[src/rtl/unidade_controle.sv]
// unidade_controle: multi-cycle control unit plus ALU for the 8-bit,
// 4-register datapath. Fetches instruction bytes through a req/ack port,
// decodes them, reads operands from the external register bank and
// drives the bank's write port. Owns the PC and the Z/C flags.
//
// Memory handshake: imem_req is held high with imem_addr stable until a
// rising edge on which imem_ack is also high; that edge is the transfer
// (imem_data is consumed on it) and imem_req drops on the next cycle.
// imem_ack seen while imem_req is low is ignored.
module unidade_controle (
    input  logic       clk,
    input  logic       reset,
    output logic [7:0] imem_addr,
    output logic       imem_req,
    input  logic       imem_ack,
    input  logic [7:0] imem_data,
    output logic [1:0] rf_sr1,
    output logic [1:0] rf_sr2,
    output logic [1:0] rf_dr,
    output logic       rf_write,
    output logic [7:0] rf_wrData,
    input  logic [7:0] rf_rdData1,
    input  logic [7:0] rf_rdData2,
    output logic       flag_z,
    output logic       flag_c,
    output logic       illegal,
    output logic       halted
);

    // FSM encoding
    localparam logic [2:0] S_FETCH  = 3'd0;
    localparam logic [2:0] S_DECODE = 3'd1;
    localparam logic [2:0] S_IMM    = 3'd2;
    localparam logic [2:0] S_WB     = 3'd3;
    localparam logic [2:0] S_HALT   = 3'd4;

    // Opcodes (instruction bits [7:4])
    localparam logic [3:0] OP_NOP  = 4'h0;
    localparam logic [3:0] OP_ADD  = 4'h1;
    localparam logic [3:0] OP_SUB  = 4'h2;
    localparam logic [3:0] OP_AND  = 4'h3;
    localparam logic [3:0] OP_OR   = 4'h4;
    localparam logic [3:0] OP_XOR  = 4'h5;
    localparam logic [3:0] OP_MOV  = 4'h6;
    localparam logic [3:0] OP_LDI  = 4'h7;
    localparam logic [3:0] OP_NOT  = 4'h8;
    localparam logic [3:0] OP_SHL  = 4'h9;
    localparam logic [3:0] OP_HALT = 4'hF;

    logic [2:0] state;
    logic [2:0] state_next;
    logic [7:0] pc;
    logic [7:0] ir;
    logic [7:0] result;
    logic       z_q;
    logic       c_q;

    // Flags are computed in DECODE but only committed on the WB edge, so
    // they are parked here together with a "this op touches flags" bit.
    logic       flags_upd_q;
    logic       z_pend_q;
    logic       c_pend_q;

    logic [3:0] opcode;
    logic [7:0] op_a;
    logic [7:0] op_b;
    logic [8:0] sum9;
    logic [7:0] alu_res;
    logic       alu_c;
    logic       alu_upd;
    logic       op_illegal;

    assign opcode     = ir[7:4];
    assign op_a       = rf_rdData1;
    assign op_b       = rf_rdData2;
    assign sum9       = {1'b0, op_a} + {1'b0, op_b};
    assign op_illegal = (opcode >= 4'hA) && (opcode <= 4'hE);

    // ALU: result, carry/borrow and whether the op updates Z/C
    always_comb begin
        alu_res = 8'h00;
        alu_c   = 1'b0;
        alu_upd = 1'b0;
        case (opcode)
            OP_ADD: begin
                alu_res = sum9[7:0];
                alu_c   = sum9[8];
                alu_upd = 1'b1;
            end
            OP_SUB: begin
                alu_res = op_a - op_b;
                alu_c   = (op_a < op_b);
                alu_upd = 1'b1;
            end
            OP_AND: begin
                alu_res = op_a & op_b;
                alu_upd = 1'b1;
            end
            OP_OR: begin
                alu_res = op_a | op_b;
                alu_upd = 1'b1;
            end
            OP_XOR: begin
                alu_res = op_a ^ op_b;
                alu_upd = 1'b1;
            end
            OP_MOV: begin
                alu_res = op_b;
            end
            OP_NOT: begin
                alu_res = ~op_b;
                alu_upd = 1'b1;
            end
            OP_SHL: begin
                alu_res = {op_b[6:0], 1'b0};
                alu_c   = op_b[7];
                alu_upd = 1'b1;
            end
            default: begin
                alu_res = 8'h00;
            end
        endcase
    end

    // Next-state decision for the instruction sequencer
    always_comb begin
        state_next = state;
        case (state)
            S_FETCH: begin
                if (imem_ack) state_next = S_DECODE;
            end
            S_DECODE: begin
                if (opcode == OP_NOP)       state_next = S_FETCH;
                else if (opcode == OP_HALT) state_next = S_HALT;
                else if (opcode == OP_LDI)  state_next = S_IMM;
                else if (op_illegal)        state_next = S_FETCH;
                else                        state_next = S_WB;
            end
            S_IMM: begin
                if (imem_ack) state_next = S_WB;
            end
            S_WB: begin
                state_next = S_FETCH;
            end
            S_HALT: begin
                state_next = S_HALT;
            end
            default: begin
                state_next = S_FETCH;
            end
        endcase
    end

    // State register
    always_ff @(posedge clk) begin
        if (reset) state <= S_FETCH;
        else       state <= state_next;
    end

    // PC, instruction and result registers; both byte fetches share the
    // same handshake and both advance the PC (wrapping at 0xFF)
    always_ff @(posedge clk) begin
        if (reset) begin
            pc     <= 8'h00;
            ir     <= 8'h00;
            result <= 8'h00;
        end else begin
            case (state)
                S_FETCH: begin
                    if (imem_ack) begin
                        ir <= imem_data;
                        pc <= pc + 8'd1;
                    end
                end
                S_DECODE: begin
                    result <= alu_res;
                end
                S_IMM: begin
                    if (imem_ack) begin
                        result <= imem_data;
                        pc     <= pc + 8'd1;
                    end
                end
                default: begin
                end
            endcase
        end
    end

    // Flag pipeline: capture in DECODE, commit on the write-back edge
    always_ff @(posedge clk) begin
        if (reset) begin
            z_q         <= 1'b0;
            c_q         <= 1'b0;
            flags_upd_q <= 1'b0;
            z_pend_q    <= 1'b0;
            c_pend_q    <= 1'b0;
        end else begin
            if (state == S_DECODE) begin
                flags_upd_q <= alu_upd;
                z_pend_q    <= (alu_res == 8'h00);
                c_pend_q    <= alu_c;
            end
            if ((state == S_WB) && flags_upd_q) begin
                z_q <= z_pend_q;
                c_q <= c_pend_q;
            end
        end
    end

    // Outputs; control strobes are masked while reset is high so that a
    // reset landing in WB never produces a bank write
    assign imem_addr = pc;
    assign imem_req  = !reset && ((state == S_FETCH) || (state == S_IMM));
    assign rf_sr1    = ir[3:2];
    assign rf_sr2    = ir[1:0];
    assign rf_dr     = ir[3:2];
    assign rf_wrData = result;
    assign rf_write  = !reset && (state == S_WB);
    assign illegal   = !reset && (state == S_DECODE) && op_illegal;
    assign halted    = !reset && (state == S_HALT);
    assign flag_z    = z_q;
    assign flag_c    = c_q;

endmodule

[config.mk]
export PLATFORM = sky130hd
export DESIGN_NAME = unidade_controle
export DESIGN_NICKNAME = d
export VERILOG_FILES = /design/src/rtl/unidade_controle.sv
export SDC_FILE = /design/constraint.sdc
export NUM_CORES = 1
export LEC_CHECK = 0
export CORE_ASPECT_RATIO = 1.25
export CORE_MARGIN = 2
export CORE_UTILIZATION = 53
export DETAILED_ROUTE_END_ITERATION = 12
export PLACE_DENSITY = 0.92
export SYNTH_ARGS = -nofsm -noshare
export SYNTH_HDL_FRONTEND = slang
export SYNTH_SLANG_ARGS = --single-unit
[constraint.sdc]
create_clock -name clk -period 3.03 [get_ports clk]
set_clock_uncertainty 0.1 [all_clocks]
set_input_delay 0.4545 -clock clk [delete_from_list [all_inputs] [get_ports clk]]
set_output_delay 0.4545 -clock clk [all_outputs]
set_load 0.005 [all_outputs]
==> results.sh, run 1 <==
export IMPL_syn_area_um2=2930
export IMPL_synth_edf_count=0
export IMPL_hp_class="flop to flop"
export IMPL_syn_area_per_cell_um2=7.29
export IMPL_diodes=0
export IMPL_ant_nets=0
export IMPL_clockPowerShare_pct=26.6
export IMPL_cts_tree="done"
export IMPL_drc=0
export IMPL_worst_slew_pin_slew_ns=0.671
export IMPL_crit_arrival_ns=3.05
export IMPL_grt_pass1_vias=3204
export IMPL_wl_per_cell_um=16.7
export IMPL_ir_drop_mv=0.164
export IMPL_rows=30
export IMPL_synth_nets=457
export IMPL_layout_nets=532
export IMPL_initial_core_util_pct=54.6
export IMPL_final_max_slew_violation_count=0
export IMPL_worstHoldStart="ir[0]"
export IMPL_final_common_cell="clkdlybuf4s50_1"
export IMPL_timing_final_crit_share_pct=97.5
export IMPL_required_ns=3.13
export IMPL_synthToLayoutAreaGrowth_pct=32.4
export IMPL_drive_above_1_share_pct=14.9
export IMPL_crit_chain="clkdlybuf4s50_1 -> ha_2 -> inv_1 -> fa_2 -> nand2b_1 -> a21oi_2 -> nor4_1 -> a311oi_2 -> a21oi_2 -> or4_1 -> o31ai_1"
export IMPL_cap_violations=0
export IMPL_pre_cts_ws_ns=-0.250
export IMPL_power_density_nw_per_um2=348
export IMPL_via_count=3359
export IMPL_cts_made_buffers=5
export IMPL_clkSinkCount=32
export IMPL_r2r_start="ir[7]"
export IMPL_worstPathMaxFanout=2
export IMPL_clk_pin_slew_worst_paths_ns=0.07
export IMPL_firstDrtPassIters=5
export IMPL_synth_cell_type_count=65
export IMPL_antenna_found_initial=0
export IMPL_clk_latency_ns=0.28
export IMPL_synth_area_leaders="dfxtp_1, ha_1, a21oi_1"
export IMPL_critPathMaxStageDelay_ns=0.52
export IMPL_outcome="completed"
export IMPL_critPathLaunch="rf_rdData2[0]"
export IMPL_dp_cells=534
export IMPL_p_sw_mw=0.458
export IMPL_hold_violations=0
export IMPL_slew_headroom_pct=54.6
export IMPL_dieWidth_um=70.5
export IMPL_internal_power_mw=0.893
export IMPL_synth_seq_cells=32
export IMPL_clock_path_buffers=2
export IMPL_via_per_inst=6.21
export IMPL_crit_family="simple AND/OR/NAND/NOR gates"
export IMPL_core_um2=5370
export IMPL_netlist_instances=402
export IMPL_fmax_ghz=0.339
export IMPL_track_usage_pct=29.0
export IMPL_worstSetupEndpointType="flop"
export IMPL_combPwrFrac_pct=38.0
export IMPL_drt_wl_total_um=9050
export IMPL_crit_type="input pin to flop"
export IMPL_cts_htree_levels=2
export IMPL_gp_congestion=0.976
export IMPL_grt_pass1_wl_um=14500
export IMPL_path_buf_inv=2
export IMPL_whs_ns=0.360
export IMPL_synth_top_cell_by_area="dfxtp_1"
export IMPL_yosysSeqAreaShare_pct=21.9
export IMPL_yosys_area_top_type_share_pct=21.9
export IMPL_crit_top_cell="a21oi_2"
export IMPL_holdBufCountCts=0
export IMPL_async_reset_ff_share_pct=0
export IMPL_post_cts_buffers=0
export IMPL_io_buffers=54
export IMPL_final_setup_viol_count=0
export IMPL_fin_cells=541
export IMPL_crit_slowest_cell="or4_1"
export IMPL_ioPinCount=55
export IMPL_grt_remaining_overflow=0
export IMPL_p_leak_nw=1.63
export IMPL_die_area_um2=6140
export IMPL_layout_common_cells="clkdlybuf4s50_1, buf_4, nor2_1, a21oi_1, nand2_1"
export IMPL_post_route_min_period_ns=2.95
export IMPL_grt_max_degree=20
export IMPL_start_kind="input pin"
export IMPL_die_h_um=87.1
export IMPL_dp_hpwl_um=6940
export IMPL_cts_root_buf="clkbuf_8"
export IMPL_synthFlopType="dfxtp_1"
export IMPL_drt_iter0_markers=386
export IMPL_synth_warnings=0
export IMPL_layout_setup_ws_ns=0.0763
export IMPL_seqPwrFrac_pct=35.5
export IMPL_sw_frac_of_total_pct=33.9
==> per-stage QoR <==
stage / utilization (%) / instance area, µm² / setup TNS (ns) / power (mW)
2_1_floorplan: - / 2930 / 0 / 0.763
3_3_place_gp: 69.6 / 3740 / -0.201 / 0.956
3_5_place_dp: 69.6 / 3740 / -0.388 / 0.973
4_1_cts: 71.4 / 3830 / 0 / 1.33
5_1_grt: 72.2 / 3880 / -0.112 / 1.41
6_report: 72.2 / 3880 / 0 / 1.35
==> power by group through the flow <==
stage / registers, mW / clock network (mW) / logic [mW]
global route: 0.482 / 0.377 / 0.555
floorplan: 0.468 / 0 / 0.295
CTS: 0.477 / 0.358 / 0.491
global placement: 0.484 / 0 / 0.472
finish: 0.479 / 0.359 / 0.513
detailed placement: 0.486 / 0 / 0.487
==> layout make-up <==
class,count,area [µm²]
clock buffer,7,96.3
tap,64,80.1
timing repair buffer,100,888
sequential,32,641
multi-input combinational,306,2050
fill,428,1490
inverter,32,120
==> registers in the layout, summed over array words and instances (netlist names) <==
| name | flops |
|---|---|
| c_pend_q | 1 |
| flag_c | 1 |
| flag_z | 1 |
| flags_upd_q | 1 |
| imem_addr | 8 |
| ir | 8 |
| rf_wrData | 8 |
| state | 3 |
| z_pend_q | 1 |
==> metal layers <==
| metal | GRT usage (%) | vias up | routed length, µm |
|---|---|---|---|
| li1 | - | 1563 | - |
| met1 | 30.8 | 1529 | 3300 |
| met2 | 54.2 | 220 | 4650 |
| met3 | 2.78 | 47 | 659 |
| met4 | 18.4 | 0 | 437 |
| met5 | 0 | - | 0 |
==> path summary, 6_finish.rpt <==
check | to | slack [ns] | cells after the start
worst max-delay path | z_pend_q | 0.08 | 11
worst min-delay path | ir[0] | 0.36 | 2
worst max register to register | z_pend_q | 0.37 | 7
worst min register to register | ir[0] | 0.36 | 2
==> cell families (layout without fill, tap and decap cells) <==
family	after synthesis	in the layout	synth area share, %
AOI/OAI and AO/OA	110	110	24.5
xor gates and xnor gates	13	13	3.89
adders and majority gates	28	28	12.5
buffers and inverters	64	139	9.48
DFF	32	32	21.9
muxes	6	6	2.14
and+or+nand+nor	149	149	25.6
==> worst reg2reg max path: stages (launching register included) <==
cell,delay (ns)
dfxtp_1,0.75
nor2_1,0.18
nand2_1,0.25
o21ai_1,0.13
a311oi_2,0.30
a21oi_2,0.11
or4_1,0.52
o31ai_1,0.23
==> cells in the mapped netlist (6+ instances only) <==
cell / number
nor2_1: 45
a21oi_1: 40
nand2_1: 34
dfxtp_1: 32
inv_1: 29
ha_1: 26
clkbuf_1: 16
nand3_1: 12
buf_2: 9
xor2_1: 9
nand2b_1: 8
nor3_1: 8
o21ai_0: 8
a31oi_1: 7
buf_4: 7
nor2b_1: 7
o31ai_1: 6
==> timing repair <==
action | in CTS | in global routing
hold endpoints to repair | 0 | 0
resized for setup | 0 | 11
setup endpoints to repair | 0 | 2
Note: power is estimated with default switching activity, not from simulation.
==> run 2: changes to the inputs <==
--- a/config.mk
+++ b/config.mk
@@ -7,9 +7,10 @@
 export LEC_CHECK = 0
 export CORE_ASPECT_RATIO = 1.25
 export CORE_MARGIN = 2
-export CORE_UTILIZATION = 53
+export CORE_UTILIZATION = 45
 export DETAILED_ROUTE_END_ITERATION = 12
-export PLACE_DENSITY = 0.92
+export HOLD_SLACK_MARGIN = 0.12
+export PLACE_DENSITY = 0.81
 export SYNTH_ARGS = -nofsm -noshare
 export SYNTH_HDL_FRONTEND = slang
 export SYNTH_SLANG_ARGS = --single-unit
==> run 2 against run 1 <==
Effect of this change:
- largest cell class unchanged
- maximum frequency up 1.8%
- sequential cell count unchanged
- global-route usage down 5.1 points
- die area up 17%
- cell area down 0.90%
- wire length down 5.3%
- highest routed layer unchanged
==> results.sh, run 2 (synthesis gave the netlist of run 1 again) <==
export IMPL_grt_pass1_wl_um=14100
export IMPL_clk_pin_slew_worst_paths_ns=0.06
export IMPL_utilization_pct=61.5
export IMPL_layout_nets=529
export IMPL_diodes=0
export IMPL_final_common_cell="clkdlybuf4s50_1"
export IMPL_combPwrFrac_pct=38.9
export IMPL_cts_made_buffers=5
export IMPL_dp_cells=551
export IMPL_layout_common_cells="clkdlybuf4s50_1, nor2_1, buf_4, a21oi_1, nand2_1"
export IMPL_die_h_um=94.2
export IMPL_internal_power_mw=0.844
export IMPL_worstPathMaxFanout=3
export IMPL_timing_final_crit_share_pct=95.8
export IMPL_layout_setup_ws_ns=0.129
export IMPL_sw_frac_of_total_pct=34.1
export IMPL_cts_tree="done"
export IMPL_gp_congestion=0.966
export IMPL_ioPinCount=55
export IMPL_rows=32
export IMPL_dp_hpwl_um=6550
export IMPL_io_buffers=54
export IMPL_crit_type="input pin to flop"
export IMPL_final_max_slew_violation_count=0
export IMPL_seqPwrFrac_pct=37.4
export IMPL_via_per_inst=5.84
export IMPL_synthToLayoutAreaGrowth_pct=31.2
export IMPL_drive_above_1_share_pct=13.1
export IMPL_slew_headroom_pct=52.6
export IMPL_track_usage_pct=23.8
export IMPL_p_sw_mw=0.436
export IMPL_clk_latency_ns=0.28
export IMPL_start_kind="input pin"
export IMPL_clkSinkCount=32
export IMPL_p_leak_nw=1.61
export IMPL_reg2reg_slack_ns=0.32
export IMPL_cap_violations=0
export IMPL_required_ns=3.13
export IMPL_crit_slowest_cell="clkdlybuf4s50_1"
export IMPL_core_um2=6250
export IMPL_crit_chain="clkdlybuf4s50_1 -> inv_1 -> buf_4 -> ha_1 -> a21o_1 -> nand4_1 -> nand3_1 -> a41oi_2 -> a31oi_1 -> or4_1 -> o31ai_1"
export IMPL_pre_cts_ws_ns=-0.220
export IMPL_worst_slew_pin_slew_ns=0.710
export IMPL_hp_class="flop to flop"
export IMPL_fin_cells=559
export IMPL_initial_core_util_pct=46.9
export IMPL_cts_root_buf="clkbuf_8"
export IMPL_final_setup_viol_count=0
export IMPL_drt_wl_total_um=8570
export IMPL_fmax_ghz=0.345
export IMPL_ant_nets=0
export IMPL_crit_arrival_ns=3.00
export IMPL_wl_per_cell_um=15.3
export IMPL_grt_remaining_overflow=0
export IMPL_post_route_min_period_ns=2.90
export IMPL_ir_drop_mv=0.227
export IMPL_whs_ns=0.358
export IMPL_grt_pass1_vias=3132
export IMPL_hold_violations=0
export IMPL_clock_path_buffers=2
export IMPL_critPathMaxStageDelay_ns=0.49
export IMPL_drt_iter0_markers=185
export IMPL_antenna_found_initial=0
export IMPL_clockPowerShare_pct=23.6
export IMPL_holdBufCountCts=0
export IMPL_outcome="completed"
export IMPL_grt_max_degree=30
export IMPL_via_count=3263
export IMPL_worstSetupEndpointType="flop"
export IMPL_dieWidth_um=76.2
export IMPL_firstDrtPassIters=5
export IMPL_die_area_um2=7170
export IMPL_drc=0
export IMPL_power_mw=1.28
export IMPL_power_density_nw_per_um2=333
export IMPL_cts_htree_levels=2
## run 2: cell types whose count changed in the layout (fill, tap and decap cells not counted), sizes merged
cell / delta
buf: -3
clkbuf: -1
clkdlybuf4s50: -1
clkinv: +1
dlymetal6s2s: +1
## run 2: power by group through the flow
| stage | clock, mW | combinational (mW) | sequential (mW) |
|---|---|---|---|
| after floorplan | 0 | 0.295 | 0.468 |
| after global placement | 0 | 0.465 | 0.486 |
| after detailed placement | 0 | 0.480 | 0.487 |
| after CTS | 0.307 | 0.483 | 0.478 |
| after global routing | 0.320 | 0.544 | 0.483 |
| final | 0.302 | 0.498 | 0.479 |
## run 2: critical path, delay by kind of cell
family	cells	cell delay (ns)
AO/OA/AOI/OAI	4	0.78
adder cells (fa/ha/maj)	1	0.32
buffers and inverters	3	0.71
AND/OR/NAND/NOR	3	0.73
## run 2: path summary, 6_finish.rpt
check                     start  cells after the start      endpoint
setup / recovery  rf_rdData1[1]                     11      z_pend_q
hold / removal     rf_wrData[5]                      2  rf_wrData[5]
setup reg to reg          ir[7]                      7      z_pend_q
hold reg to reg    rf_wrData[5]                      2  rf_wrData[5]
## run 2: layout make-up
cell class,count,area [µm²]
inverters,32,120
repair buffers,97,868
flip-flops and latches,32,641
clock inverters,1,5.00
fillers,556,2400
well taps,85,106
clock buffers,6,72.6
multi-input cells,306,2030
## run 2: per-layer routing
metal | global-route usage [%] | part of all wire, % | routed length (µm) | vias to the layer above
met5 | 0 | 0 | 0 | -
met4 | 13.0 | 3.9 | 335 | 0
met3 | 3.17 | 7.1 | 608 | 31
met2 | 44.0 | 50 | 4290 | 174
met1 | 26.5 | 39 | 3330 | 1500
li1 | - | - | - | 1558
## run 2: per-stage QoR
step	setup TNS, ns	area, µm²
6_report	0	3840
5_1_grt	-0.0634	3840
4_1_cts	0	3810
3_5_place_dp	-0.424	3730
3_3_place_gp	-0.167	3730
2_1_floorplan	0	2930
## run 2: repair_timing
| action | CTS | global route |
|---|---|---|
| buffers inserted | 0 | 1 |
| resized for setup | 0 | 7 |
| endpoints found under the setup margin | 0 | 1 |
==> run 3: changes to the inputs <==
--- a/config.mk
+++ b/config.mk
@@ -9,7 +9,6 @@
 export CORE_MARGIN = 2
 export CORE_UTILIZATION = 45
 export DETAILED_ROUTE_END_ITERATION = 12
-export HOLD_SLACK_MARGIN = 0.12
 export PLACE_DENSITY = 0.81
 export SYNTH_ARGS = -nofsm -noshare
 export SYNTH_HDL_FRONTEND = slang
==> results of run 3 <==
Same layout as run 2: the final DEF is identical, and so are final timing and power.
